==> src/rtl/game_pkg.sv <==
// Shared game-flow definitions: state encoding, playfield boundaries,
// platform reset positions and the platform step rule.
package game_pkg;

  typedef enum logic [2:0] {
    ST_TITLE = 3'd0,
    ST_LOAD  = 3'd1,
    ST_PLAY  = 3'd2,
    ST_CLEAR = 3'd3,
    ST_FALL  = 3'd4,
    ST_WIN   = 3'd5,
    ST_OVER  = 3'd6
  } state_e;

  localparam logic [9:0] LEFT_BOUNDARY  = 10'd13;
  localparam logic [9:0] RIGHT_BOUNDARY = 10'd627;
  localparam logic [9:0] FLOOR_W        = 10'd20;

  localparam logic [9:0] PLAT0_RESET_X  = 10'd627;
  localparam logic [9:0] PLAT1_RESET_X  = 10'd73;

  // One platform step; leftward platforms may land below LEFT_BOUNDARY
  // (e.g. 7) for one period before wrapping to the right edge.
  function automatic logic [9:0] plat_next(input logic [9:0] x, input logic dir_right);
    logic [9:0] nx;
    if (dir_right) begin
      nx = (x < RIGHT_BOUNDARY) ? x + FLOOR_W : LEFT_BOUNDARY;
    end else begin
      nx = (x > LEFT_BOUNDARY) ? x - FLOOR_W : RIGHT_BOUNDARY;
    end
    return nx;
  endfunction

endpackage

==> src/rtl/level_sequencer_if.sv <==
// Bundle between the level sequencer and its neighbours (input/debounce,
// player physics, floor/VGA pipeline). The sequencer takes the slave side.
interface level_sequencer_if;
  logic       frame_tick;
  logic       start;
  logic       skip;
  logic [9:0] dope_x;
  logic [9:0] dope_y;
  logic       grounded;
  logic [3:0] level;
  logic       freeze;
  logic       spawn;
  logic [1:0] lives;
  logic [9:0] plat0_x;
  logic [9:0] plat1_x;
  logic [2:0] state_code;

  modport master (
    output frame_tick, start, skip, dope_x, dope_y, grounded,
    input  level, freeze, spawn, lives, plat0_x, plat1_x, state_code
  );

  modport slave (
    input  frame_tick, start, skip, dope_x, dope_y, grounded,
    output level, freeze, spawn, lives, plat0_x, plat1_x, state_code
  );
endinterface

==> src/rtl/platform_mover.sv <==
// Moving platform: steps its x position once every PERIOD enabled frame
// ticks, in the direction given by DIR_RIGHT; reload snaps back to RESET_X.
module platform_mover
  import game_pkg::*;
#(
  parameter int unsigned PERIOD    = 4,
  parameter bit          DIR_RIGHT = 1'b0,
  parameter logic [9:0]  RESET_X   = PLAT0_RESET_X
) (
  input  logic       clk,
  input  logic       rst_n,
  input  logic       step_en_i,
  input  logic       reload_i,
  output logic [9:0] x_o
);

  localparam logic [7:0] PERIOD_C = 8'(PERIOD);

  logic [7:0] cnt_q, cnt_d;
  logic [9:0] x_q, x_d;

  // Tick counting and position step; reload wins over a step.
  always_comb begin
    cnt_d = cnt_q;
    x_d   = x_q;
    if (reload_i) begin
      cnt_d = '0;
      x_d   = RESET_X;
    end else if (step_en_i) begin
      if (cnt_q + 8'd1 == PERIOD_C) begin
        cnt_d = '0;
        x_d   = plat_next(x_q, DIR_RIGHT);
      end else begin
        cnt_d = cnt_q + 8'd1;
      end
    end
  end

  // Position and tick counter registers.
  always_ff @(posedge clk or negedge rst_n) begin
    if (!rst_n) begin
      cnt_q <= '0;
      x_q   <= RESET_X;
    end else begin
      cnt_q <= cnt_d;
      x_q   <= x_d;
    end
  end

  assign x_o = x_q;

endmodule

==> src/rtl/level_sequencer.sv <==
// Game-flow controller: title/load/play/clear/fall/win/over sequencing,
// level and lives bookkeeping, and the two frame-stepped moving platforms.
// Optional feature macro: LEVEL_SKIP_EN (skip press in PLAY forces CLEAR).
module level_sequencer
  import game_pkg::*;
#(
  parameter int unsigned NUM_LEVELS   = 9,
  parameter int unsigned LIVES_INIT   = 3,
  parameter int unsigned CLEAR_FRAMES = 60,
  parameter int unsigned FALL_FRAMES  = 45,
  parameter int unsigned FALL_Y       = 470,
  parameter int unsigned GOAL_X0      = 560,
  parameter int unsigned GOAL_X1      = 627,
  parameter int unsigned P0_FRAMES    = 4,
  parameter int unsigned P1_FRAMES    = 2
) (
  input  logic              clk,
  input  logic              reset_n,
  level_sequencer_if.slave  bus
);

  localparam logic [3:0] LAST_LEVEL = 4'(NUM_LEVELS);
  localparam logic [1:0] LIVES_C    = 2'(LIVES_INIT);
  localparam logic [7:0] CLEAR_C    = 8'(CLEAR_FRAMES);
  localparam logic [7:0] FALL_C     = 8'(FALL_FRAMES);
  localparam logic [9:0] FALL_Y_C   = 10'(FALL_Y);
  localparam logic [9:0] GOAL_X0_C  = 10'(GOAL_X0);
  localparam logic [9:0] GOAL_X1_C  = 10'(GOAL_X1);

  state_e     state_q, state_d;
  logic [3:0] level_q, level_d;
  logic [1:0] lives_q, lives_d;
  logic [7:0] cnt_q, cnt_d;
  logic [7:0] cnt_inc;
  logic       freeze_q, spawn_q;
  logic       start_q, start_prev_q;
  logic       start_press, skip_press;
  logic       fallen, at_goal;
  logic       plat_step, plat_reload;
  logic [9:0] plat0_x, plat1_x;

  // Start button sampling; a press is the rising edge of the sampled copy.
  always_ff @(posedge clk or negedge reset_n) begin
    if (!reset_n) begin
      start_q      <= 1'b0;
      start_prev_q <= 1'b0;
    end else begin
      start_q      <= bus.start;
      start_prev_q <= start_q;
    end
  end

  assign start_press = start_q & ~start_prev_q;

`ifdef LEVEL_SKIP_EN
  logic skip_q, skip_prev_q;

  // Skip button sampling, same edge detection as start.
  always_ff @(posedge clk or negedge reset_n) begin
    if (!reset_n) begin
      skip_q      <= 1'b0;
      skip_prev_q <= 1'b0;
    end else begin
      skip_q      <= bus.skip;
      skip_prev_q <= skip_q;
    end
  end

  assign skip_press = skip_q & ~skip_prev_q;
`else
  assign skip_press = 1'b0;
`endif

  assign fallen  = (bus.dope_y >= FALL_Y_C);
  assign at_goal = bus.grounded && (bus.dope_x >= GOAL_X0_C) && (bus.dope_x < GOAL_X1_C);
  assign cnt_inc = cnt_q + 8'd1;

  // Next-state, level, lives and frame-counter logic.
  always_comb begin
    state_d = state_q;
    level_d = level_q;
    lives_d = lives_q;
    cnt_d   = bus.frame_tick ? cnt_inc : cnt_q;
    unique case (state_q)
      ST_TITLE: begin
        if (start_press) begin
          lives_d = LIVES_C;
          level_d = 4'd1;
          state_d = ST_LOAD;
        end
      end
      ST_LOAD: state_d = ST_PLAY;
      ST_PLAY: begin
        if (fallen) begin
          state_d = ST_FALL;
        end else if (at_goal || skip_press) begin
          state_d = ST_CLEAR;
        end
      end
      ST_CLEAR: begin
        if (bus.frame_tick && cnt_inc == CLEAR_C) begin
          if (level_q == LAST_LEVEL) begin
            state_d = ST_WIN;
          end else begin
            level_d = level_q + 4'd1;
            state_d = ST_LOAD;
          end
        end
      end
      ST_FALL: begin
        if (bus.frame_tick && cnt_inc == FALL_C) begin
          lives_d = lives_q - 2'd1;
          state_d = (lives_q == 2'd1) ? ST_OVER : ST_LOAD;
        end
      end
      ST_WIN, ST_OVER: begin
        if (start_press) begin
          level_d = '0;
          state_d = ST_TITLE;
        end
      end
      default: state_d = ST_TITLE;
    endcase
    // Every state entry restarts the frame count.
    if (state_d != state_q) begin
      cnt_d = '0;
    end
  end

  // FSM state and registered outputs.
  always_ff @(posedge clk or negedge reset_n) begin
    if (!reset_n) begin
      state_q  <= ST_TITLE;
      level_q  <= '0;
      lives_q  <= '0;
      cnt_q    <= '0;
      freeze_q <= 1'b1;
      spawn_q  <= 1'b0;
    end else begin
      state_q  <= state_d;
      level_q  <= level_d;
      lives_q  <= lives_d;
      cnt_q    <= cnt_d;
      freeze_q <= (state_d != ST_PLAY);
      spawn_q  <= (state_d == ST_LOAD);
    end
  end

  // Step decided on the current state so a tick coinciding with a PLAY exit
  // still moves the platforms; reload lands together with the LOAD state.
  assign plat_step   = bus.frame_tick && (state_q == ST_PLAY);
  assign plat_reload = (state_d == ST_LOAD);

  platform_mover #(
    .PERIOD    (P0_FRAMES),
    .DIR_RIGHT (1'b0),
    .RESET_X   (PLAT0_RESET_X)
  ) u_plat0 (
    .clk       (clk),
    .rst_n     (reset_n),
    .step_en_i (plat_step),
    .reload_i  (plat_reload),
    .x_o       (plat0_x)
  );

  platform_mover #(
    .PERIOD    (P1_FRAMES),
    .DIR_RIGHT (1'b1),
    .RESET_X   (PLAT1_RESET_X)
  ) u_plat1 (
    .clk       (clk),
    .rst_n     (reset_n),
    .step_en_i (plat_step),
    .reload_i  (plat_reload),
    .x_o       (plat1_x)
  );

  assign bus.level      = level_q;
  assign bus.freeze     = freeze_q;
  assign bus.spawn      = spawn_q;
  assign bus.lives      = lives_q;
  assign bus.plat0_x    = plat0_x;
  assign bus.plat1_x    = plat1_x;
  assign bus.state_code = state_q;

endmodule

==> src/flat_wrapper.sv <==
// flat-port wrapper written by rule: the top's interface ports become plain ports
module level_sequencer_flat import game_pkg::*;
#(
  parameter int unsigned NUM_LEVELS   = 9,
  parameter int unsigned LIVES_INIT   = 3,
  parameter int unsigned CLEAR_FRAMES = 60,
  parameter int unsigned FALL_FRAMES  = 45,
  parameter int unsigned FALL_Y       = 470,
  parameter int unsigned GOAL_X0      = 560,
  parameter int unsigned GOAL_X1      = 627,
  parameter int unsigned P0_FRAMES    = 4,
  parameter int unsigned P1_FRAMES    = 2
)
  (clk, reset_n, bus_frame_tick, bus_start, bus_skip, bus_dope_x, bus_dope_y, bus_grounded, bus_level, bus_freeze, bus_spawn, bus_lives, bus_plat0_x, bus_plat1_x, bus_state_code);
  level_sequencer_if bus_i ();
  input  logic clk;
  input  logic reset_n;
  input wire logic [$bits(bus_i.frame_tick)-1:0] bus_frame_tick;
  input wire logic [$bits(bus_i.start)-1:0] bus_start;
  input wire logic [$bits(bus_i.skip)-1:0] bus_skip;
  input wire logic [$bits(bus_i.dope_x)-1:0] bus_dope_x;
  input wire logic [$bits(bus_i.dope_y)-1:0] bus_dope_y;
  input wire logic [$bits(bus_i.grounded)-1:0] bus_grounded;
  output wire logic [$bits(bus_i.level)-1:0] bus_level;
  output wire logic [$bits(bus_i.freeze)-1:0] bus_freeze;
  output wire logic [$bits(bus_i.spawn)-1:0] bus_spawn;
  output wire logic [$bits(bus_i.lives)-1:0] bus_lives;
  output wire logic [$bits(bus_i.plat0_x)-1:0] bus_plat0_x;
  output wire logic [$bits(bus_i.plat1_x)-1:0] bus_plat1_x;
  output wire logic [$bits(bus_i.state_code)-1:0] bus_state_code;
  assign bus_i.frame_tick = bus_frame_tick;
  assign bus_i.start = bus_start;
  assign bus_i.skip = bus_skip;
  assign bus_i.dope_x = bus_dope_x;
  assign bus_i.dope_y = bus_dope_y;
  assign bus_i.grounded = bus_grounded;
  assign bus_level = bus_i.level;
  assign bus_freeze = bus_i.freeze;
  assign bus_spawn = bus_i.spawn;
  assign bus_lives = bus_i.lives;
  assign bus_plat0_x = bus_i.plat0_x;
  assign bus_plat1_x = bus_i.plat1_x;
  assign bus_state_code = bus_i.state_code;
  level_sequencer #(.NUM_LEVELS(NUM_LEVELS), .LIVES_INIT(LIVES_INIT), .CLEAR_FRAMES(CLEAR_FRAMES), .FALL_FRAMES(FALL_FRAMES), .FALL_Y(FALL_Y), .GOAL_X0(GOAL_X0), .GOAL_X1(GOAL_X1), .P0_FRAMES(P0_FRAMES), .P1_FRAMES(P1_FRAMES)) u_core (.clk(clk), .reset_n(reset_n), .bus(bus_i));
endmodule
==> config.mk <==
export PLATFORM = sky130hd
export DESIGN_NAME = level_sequencer_flat
export DESIGN_NICKNAME = d
export VERILOG_FILES = /design/src/rtl/game_pkg.sv /design/src/rtl/level_sequencer_if.sv /design/src/rtl/platform_mover.sv /design/src/rtl/level_sequencer.sv /design/src/flat_wrapper.sv
export SDC_FILE = /design/constraint.sdc
export NUM_CORES = 1
export LEC_CHECK = 0
export CAP_MARGIN = 20
export CORE_ASPECT_RATIO = 1.2
export CORE_MARGIN = 1.5
export CORE_UTILIZATION = 54
export DETAILED_ROUTE_END_ITERATION = 10
export HOLD_SLACK_MARGIN = 0.1
export PLACE_DENSITY = 0.81
export SYNTH_ARGS = -nofsm -noshare
export SYNTH_HDL_FRONTEND = slang
export SYNTH_SLANG_ARGS = --single-unit
==> constraint.sdc <==
create_clock -name clk -period 2.8 [get_ports clk]
set_input_delay 0.42 -clock clk [delete_from_list [all_inputs] [get_ports clk]]
set_output_delay 0.42 -clock clk [all_outputs]
set_load 0.005 [all_outputs]
; ---- Word level (Yosys, flattened, before mapping)
; Cells that the tools add are included.
[word_totals]
regBits = 57
latchBits = 0
ramBits = 0
mem_bits_ro = 0
output_inout_bits = 31
wordCells = 96
n_memories = 0
[op_classes]
add_sub_neg = 7
n_mul = 0
div = 0
magnitude_cmp = 5
n_eq_ne = 20
shifts = 0
mux = 33
bitwise_logic = 2
n_reduce_logical = 17
[op_table]
columns = op, count
row1 = $mux W10, 8
row2 = $mux W8, 8
row3 = $add A8 B1 Y8 const B, 3
row4 = $mux W3, 8
row5 = $lt A10 B10 Y1 const B, 2
row6 = $pmux W3 S6, 1
row7 = $eq A8 B6 Y1 const B, 2
row8 = $mux W4, 4
row9 = $pmux W4 S3, 1
row10 = $add A10 B5 Y10 const B, 1
row11 = $ge A10 B10 Y1 const B, 1
row12 = $ge A10 B9 Y1 const B, 1
row13 = $gt A10 B4 Y1 const B, 1
row14 = $reduce_bool A2 Y1, 5
row15 = $sub A10 B5 Y10 const B, 1
row16 = $eq A3 B3 Y1 const B, 3
row17 = $eq A8 B2 Y1 const B, 1
row18 = $eq A8 B3 Y1 const B, 1
row19 = $ne A2 B1 Y1 const B, 4
row20 = $eq A3 B1 Y1 const B, 2
row21 = $eq A3 B2 Y1 const B, 2
row22 = $logic_and A1 B1 Y1, 5
row23 = $reduce_and A5 Y1, 1
row24 = $add A4 B1 Y4 const B, 1
row25 = other kinds (15), 17

; ---- Logic depth before layout (Yosys ltp)
[depth]
ltp_word = 9
ltp_mapped = 10
ltp_nobuf = 8

; ---- Modules after synthesis
; A second synthesis with hierarchy kept.
[hier_totals]
hier_cells = 374
area_unflattened_um2 = 3558.4
[by_module_without_submodules]
columns = module, instances, cells_per_inst, area_per_inst_um2, seq_area_each_um2
row1 = level_sequencer, 1, 171, 1547.7, 526.8
row2 = platform_mover (u_core.u_plat1), 1, 112, 1078.5, 429.2
row3 = platform_mover (u_core.u_plat0), 1, 91, 932.1, 431.7

; ---- Least setup slack after synthesis
; No wires, ideal clock.
[synth_path]
path_type = register to register
startpoint = register u_core.cnt_q[0]
endpoint = register u_core.u_plat1.cnt_q[4]
arrival_time_ns = 2.229
setup_slack_ns = 0.452
stages_incl_launch_ff = 10
n_path_buf = 1
period_less_slack_ns = 2.348
cell_sequence = dfrtp_1 ha_1 and3_1 mux2i_1 nand2_1 a21oi_1 o211ai_2 nor3_4 buf_4 nor2_1
[synth_between]
elab_chain_cells = 7
word_cells_on_any_way = 11
classes_between = 1 x add/sub / 3 x eq/ne / 4 x mux / 3 x reduce/logical
[synth_lines]
columns = element, line_no
row1 = "start, declared", level_sequencer.sv:33  ; logic [7:0] cnt_q, cnt_d;
row2 = "start signal, assigned", level_sequencer.sv:143  ; cnt_q <= cnt_d;
row3 = $add A8 B1 Y8 (*), level_sequencer.sv:76  ; assign cnt_inc = cnt_q + 8'd1;
row4 = "$eq A8 B6 Y1, on equally long branches", "level_sequencer.sv:111, level_sequencer.sv:101"
row5 = "$logic_and A1 B1 Y1, on equally long branches", "level_sequencer.sv:111, level_sequencer.sv:101"
row6 = "$mux W3, on equally long branches", "level_sequencer.sv:111, level_sequencer.sv:101"
row7 = $pmux W3 S6 (*), level_sequencer.sv:84  ; unique case (state_q)
row8 = via u_core.state_d[1], level_sequencer.sv:30  ; state_e state_q, state_d;
row9 = $eq A3 B1 Y1 (*), level_sequencer.sv:152  ; assign plat_reload = (state_d == ST_LOAD);
row10 = $mux W8 or $reduce_bool A2 Y1 (tied branches), --
row11 = "end signal, assigned", platform_mover.sv:45  ; cnt_q <= cnt_d;
row12 = "end, declared", platform_mover.sv:19  ; logic [7:0] cnt_q, cnt_d;
; Mark *: on every way through the listed nets, which the timed path passes. The rest lies on a longest branch.
; A chain may end at the register's enable or synchronous reset.

; ---- Final worst setup path
[layout_path]
startpoint = register u_core.cnt_q[1]
endpoint = register u_core.u_plat0.x_q[5], in the netlist u_core.u_plat0.x_o[5]
[layout_between]
elab_chain_cells = 8
word_cells_on_any_way = 13
classes_between = 1 x add/sub / 3 x eq/ne / 4 x mux / 5 x reduce/logical
[layout_lines]
columns = element, line_no
row1 = $add A8 B1 Y8 (*), level_sequencer.sv:76
row2 = "$eq A8 B6 Y1, on equally long branches", "level_sequencer.sv:111, level_sequencer.sv:101"
row3 = "$logic_and A1 B1 Y1, on equally long branches", "level_sequencer.sv:111, level_sequencer.sv:101"
row4 = "$mux W3, on equally long branches", "level_sequencer.sv:111, level_sequencer.sv:101"
row5 = $pmux W3 S6 (*), level_sequencer.sv:84
row6 = via u_core.state_d[1], level_sequencer.sv:30
row7 = $eq A3 B1 Y1 (*), level_sequencer.sv:152
row8 = $reduce_bool A2 Y1 (no line), --
row9 = $reduce_and A2 Y1 (no line), --
row10 = "end signal, assigned", platform_mover.sv:43  ; x_q <= RESET_X;
row11 = "end signal, assigned", platform_mover.sv:46  ; x_q <= x_d;
row12 = "end, declared", platform_mover.sv:20  ; logic [9:0] x_q, x_d;
; Marks and branches as above.

==> impl_metrics.yaml <==
placement:
  post-dp-hpwl_um: 5484
  place_congestion: 0.9274
  port-buffer-count: 53
  pre_cts_ws_ns: -0.03118
routing:
  wl_per_cell_um: 13.97
  first_iter_violations: 104
  viasPerCell: 5.645
  drt-total-wl_um: 7362
  via_count: 2975
  first_pass_iters: 4
  drc: 0
  antenna_left: 0
worst_setup_path:
  reg2reg_depth: 9
  end_kind: "register"
  cp.required_ns: 3.04
  r2r_start: "u_core.cnt_q[1]"
  critPathMaxFanout: 35
  cp_top_family: "simple AND/OR/NAND/NOR gates"
  crit_chain: "ha_1 > and3_1 > xnor2_1 > and2_1 > nand4_2 > o211ai_2 > nor3_4 > buf_12 > or3b_1"
  r2r_end: "u_core.u_plat0.x_o[5]"
  cp-start-kind: "register"
  path_buf_inv: 1
  cp_slowest_cell: "dfrtp_1"
  slowest_delay_ns: 0.47
  ff2ff_setup_slack_ns: 0.29
  crit_arrival_ns: 2.75
  critPathKind: "reg -> reg"
worst_hold_path:
  hp-class: "in -> async"
global_routing:
  gr-usage-met1_pct: 26.26
  busiest_layer: "met2"
  first_global_vias: 2975
  grt_use_met2_pct: 41.74
  grt_max_degree: 36
  antenna_found_initial: 0
  grt_pass1_wl_um: 13010
  grt_usage_pct: 22.74
  overflow: 0
  use_met3_pct: 4.444
clock_tree:
  cts_tree: "built"
  insertion_delay_ns: 0.31
  clkSinkCount: 55
  cts_hold_buffers: 0
  cts_buffers: 5
  ctsResizeCount: 0
  clock-root-buffer: "clkbuf_8"
  clkTransAtPathRegs_ns: 0.10
  clock_path_buffers: 2
  cts.htree.levels: 2
  post_cts_buffers: 0
finish:
  drive_gt1_share_pct: 9.888
  fin_util_pct: 69.24
  antennaDiodeCount: 0
  final_cell_mix: "clkdlybuf4s50_1, dfrtp_1, nor2_1"
  area_growth_pct: 22.23
  nFillCells: 491
  final_common_cell: "clkdlybuf4s50_1"
  nets: 485
floorplanning:
  boundaryPins: 57
  coreArea_mm2: 0.006090
  rows: 31
  die_h_um: 90.56
  die_area_mm2: 0.006879
  die_w_um: 75.96
  start_util_pct: 56.65
power:
  clkPwrFrac_pct: 16.1
  p_seq_share_pct: 43.2
  switching_power_mw: 1.025
  internal-power_mw: 1.746
  power_frac_comb_pct: 40.7
  powerDensity_mw_per_mm2: 657.2
  leakage_nw: 1.784
  peakVddDrop_mv: 0.3824
  switching_share_pct: 37.01
synth:
  syn_inst: 384
  ys_types: 65
  ys.flop_type: "dfrtp_1"
  synth_warnings: 0
  postSynth.asyncResetShare_pct: 100.0
  syn_area_mm2: 0.003450
  yosys.area.top_type: "dfrtp_1"
  syn_nets: 425
  synth_area_leaders: "dfrtp_1, dfstp_2, ha_1"
  yosysSeqAreaShare_pct: 40.22
  ys_ff_latch: 55
  synth_edf_count: 0
  yosysTopAreaCellShare_pct: 33.37
  avgSynthCellArea_um2: 8.983
timing:
  maxSlewViolCount: 0
  finalSetupViolations: 0
  min_period_ns: 2.509
  rsz0062_at_grt: "no"
  worst_pin_slew_ns: 0.6344
  slew_headroom_pct: 57.63
  hold_violations: 0
  fin_ws_ns: 0.2912
  whs_ns: 0.09577
  fin_crit_sh_pct: 89.60
  skew_ns: 0.01044
  timing.fmax_ghz: 0.3986
status:
  status: "complete, no violations"
run:
  maxCapViolCount: 0
==> state kept, by name (all words and copies together) (netlist names) <==
| signal | cells |
|---|---|
| u_core.bus.freeze | 1 |
| u_core.bus.level | 4 |
| u_core.bus.lives | 2 |
| u_core.bus.spawn | 1 |
| u_core.bus.state_code | 3 |
| u_core.cnt_q | 8 |
| u_core.start_prev_q | 1 |
| u_core.start_q | 1 |
| u_core.u_plat0.cnt_q | 8 |
| u_core.u_plat0.x_o | 9 |
| u_core.u_plat1.cnt_q | 8 |
| u_core.u_plat1.x_o | 9 |
==> layout make-up <==
| type | instances | area [µm²] | share of cell area, % |
|---|---|---|---|
| clock buffers | 5 | 68.82 | 1.632 |
| clock inverters | 3 | 22.52 | 0.5341 |
| inverters | 14 | 52.55 | 1.246 |
| multi-input cells | 300 | 1932 | 45.82 |
| flip-flops and latches | 55 | 1388 | 32.91 |
| well taps | 82 | 102.6 | 2.433 |
| repair buffers | 68 | 650.6 | 15.43 |
==> worst max path at each step <==
| stage | end | slack, ns | from | cells after the start |
|---|---|---|---|---|
| 6_report | u_core.u_plat0.x_o[5] | 0.29 | u_core.cnt_q[1] | 9 |
| 5_1_grt | u_core.u_plat1.x_o[3] | 0.11 | u_core.cnt_q[1] | 9 |
| 4_1_cts | u_core.cnt_q[2] | 0.07 | u_core.cnt_q[1] | 8 |
| 3_5_place_dp | u_core.cnt_q[2] | -0.03 | bus_frame_tick | 8 |
| 3_3_place_gp | u_core.cnt_q[0] | 0.05 | bus_frame_tick | 8 |
| 2_1_floorplan | u_core.u_plat1.cnt_q[4] | 0.45 | u_core.cnt_q[0] | 9 |
==> kinds of logic (layout without fill, tap and decap cells) <==
| logic type | Yosys count | count (layout) | share of synthesized area, % |
|---|---|---|---|
| muxes | 4 | 4 | 1.161 |
| and+or+nand+nor | 174 | 174 | 26.33 |
| adders and majority gates | 16 | 16 | 5.731 |
| AOI/OAI and AO/OA | 80 | 80 | 16.10 |
| xor gates and xnor gates | 25 | 25 | 6.347 |
| other | 1 | 1 | 0.1087 |
| buffers and inverters | 29 | 90 | 3.989 |
| DFF | 55 | 55 | 40.22 |
==> power groups by stage <==
stage / logic, mW / registers [mW] / clock network, mW
2_1_floorplan: 0.694 / 1.16 / 0
3_3_place_gp: 1.09 / 1.20 / 0
3_5_place_dp: 1.13 / 1.21 / 0
4_1_cts: 1.13 / 1.19 / 0.465
5_1_grt: 1.26 / 1.23 / 0.491
6_report: 1.13 / 1.20 / 0.446
==> layer usage <==
metal,up-vias,wire (µm)
met1,1427,3130
met5,-,0
li1,1478,-
met2,56,3799
met4,0,128
met3,14,304
==> through the flow <==
step	setup TNS [ns]	power (mW)	std cells	area, µm²
after global placement	0	2.291	519	4118
after detailed placement	-0.1460	2.336	519	4118
after CTS	0	2.791	527	4209
after floorplan	0	1.853	384	3450
final	0	2.771	527	4217
after global routing	0	2.983	527	4217
==> cells in the mapped netlist (2+ instances only) <==
library cell	count
ha_1	15
clkbuf_1	4
and2_1	5
o21ai_0	13
nand2b_1	5
o21a_1	3
a31oi_1	4
nand3_1	9
a211o_1	2
nand4_1	9
nor4_1	4
and3_1	10
a21oi_1	25
dfrtp_1	46
o21ai_1	2
mux2i_1	4
nand2_1	36
dfstp_2	9
nor4bb_1	2
o21bai_1	2
inv_1	14
nand3b_1	3
nor3b_1	4
or3_1	7
xor2_1	17
a41oi_1	2
buf_2	5
o31a_1	2
o211a_1	3
nor2b_1	11
xnor2_1	8
buf_4	4
a21boi_0	2
a211oi_1	3
nor2_1	40
nor3_1	20
a21o_1	2
Power figures use the tool's default switching activity.
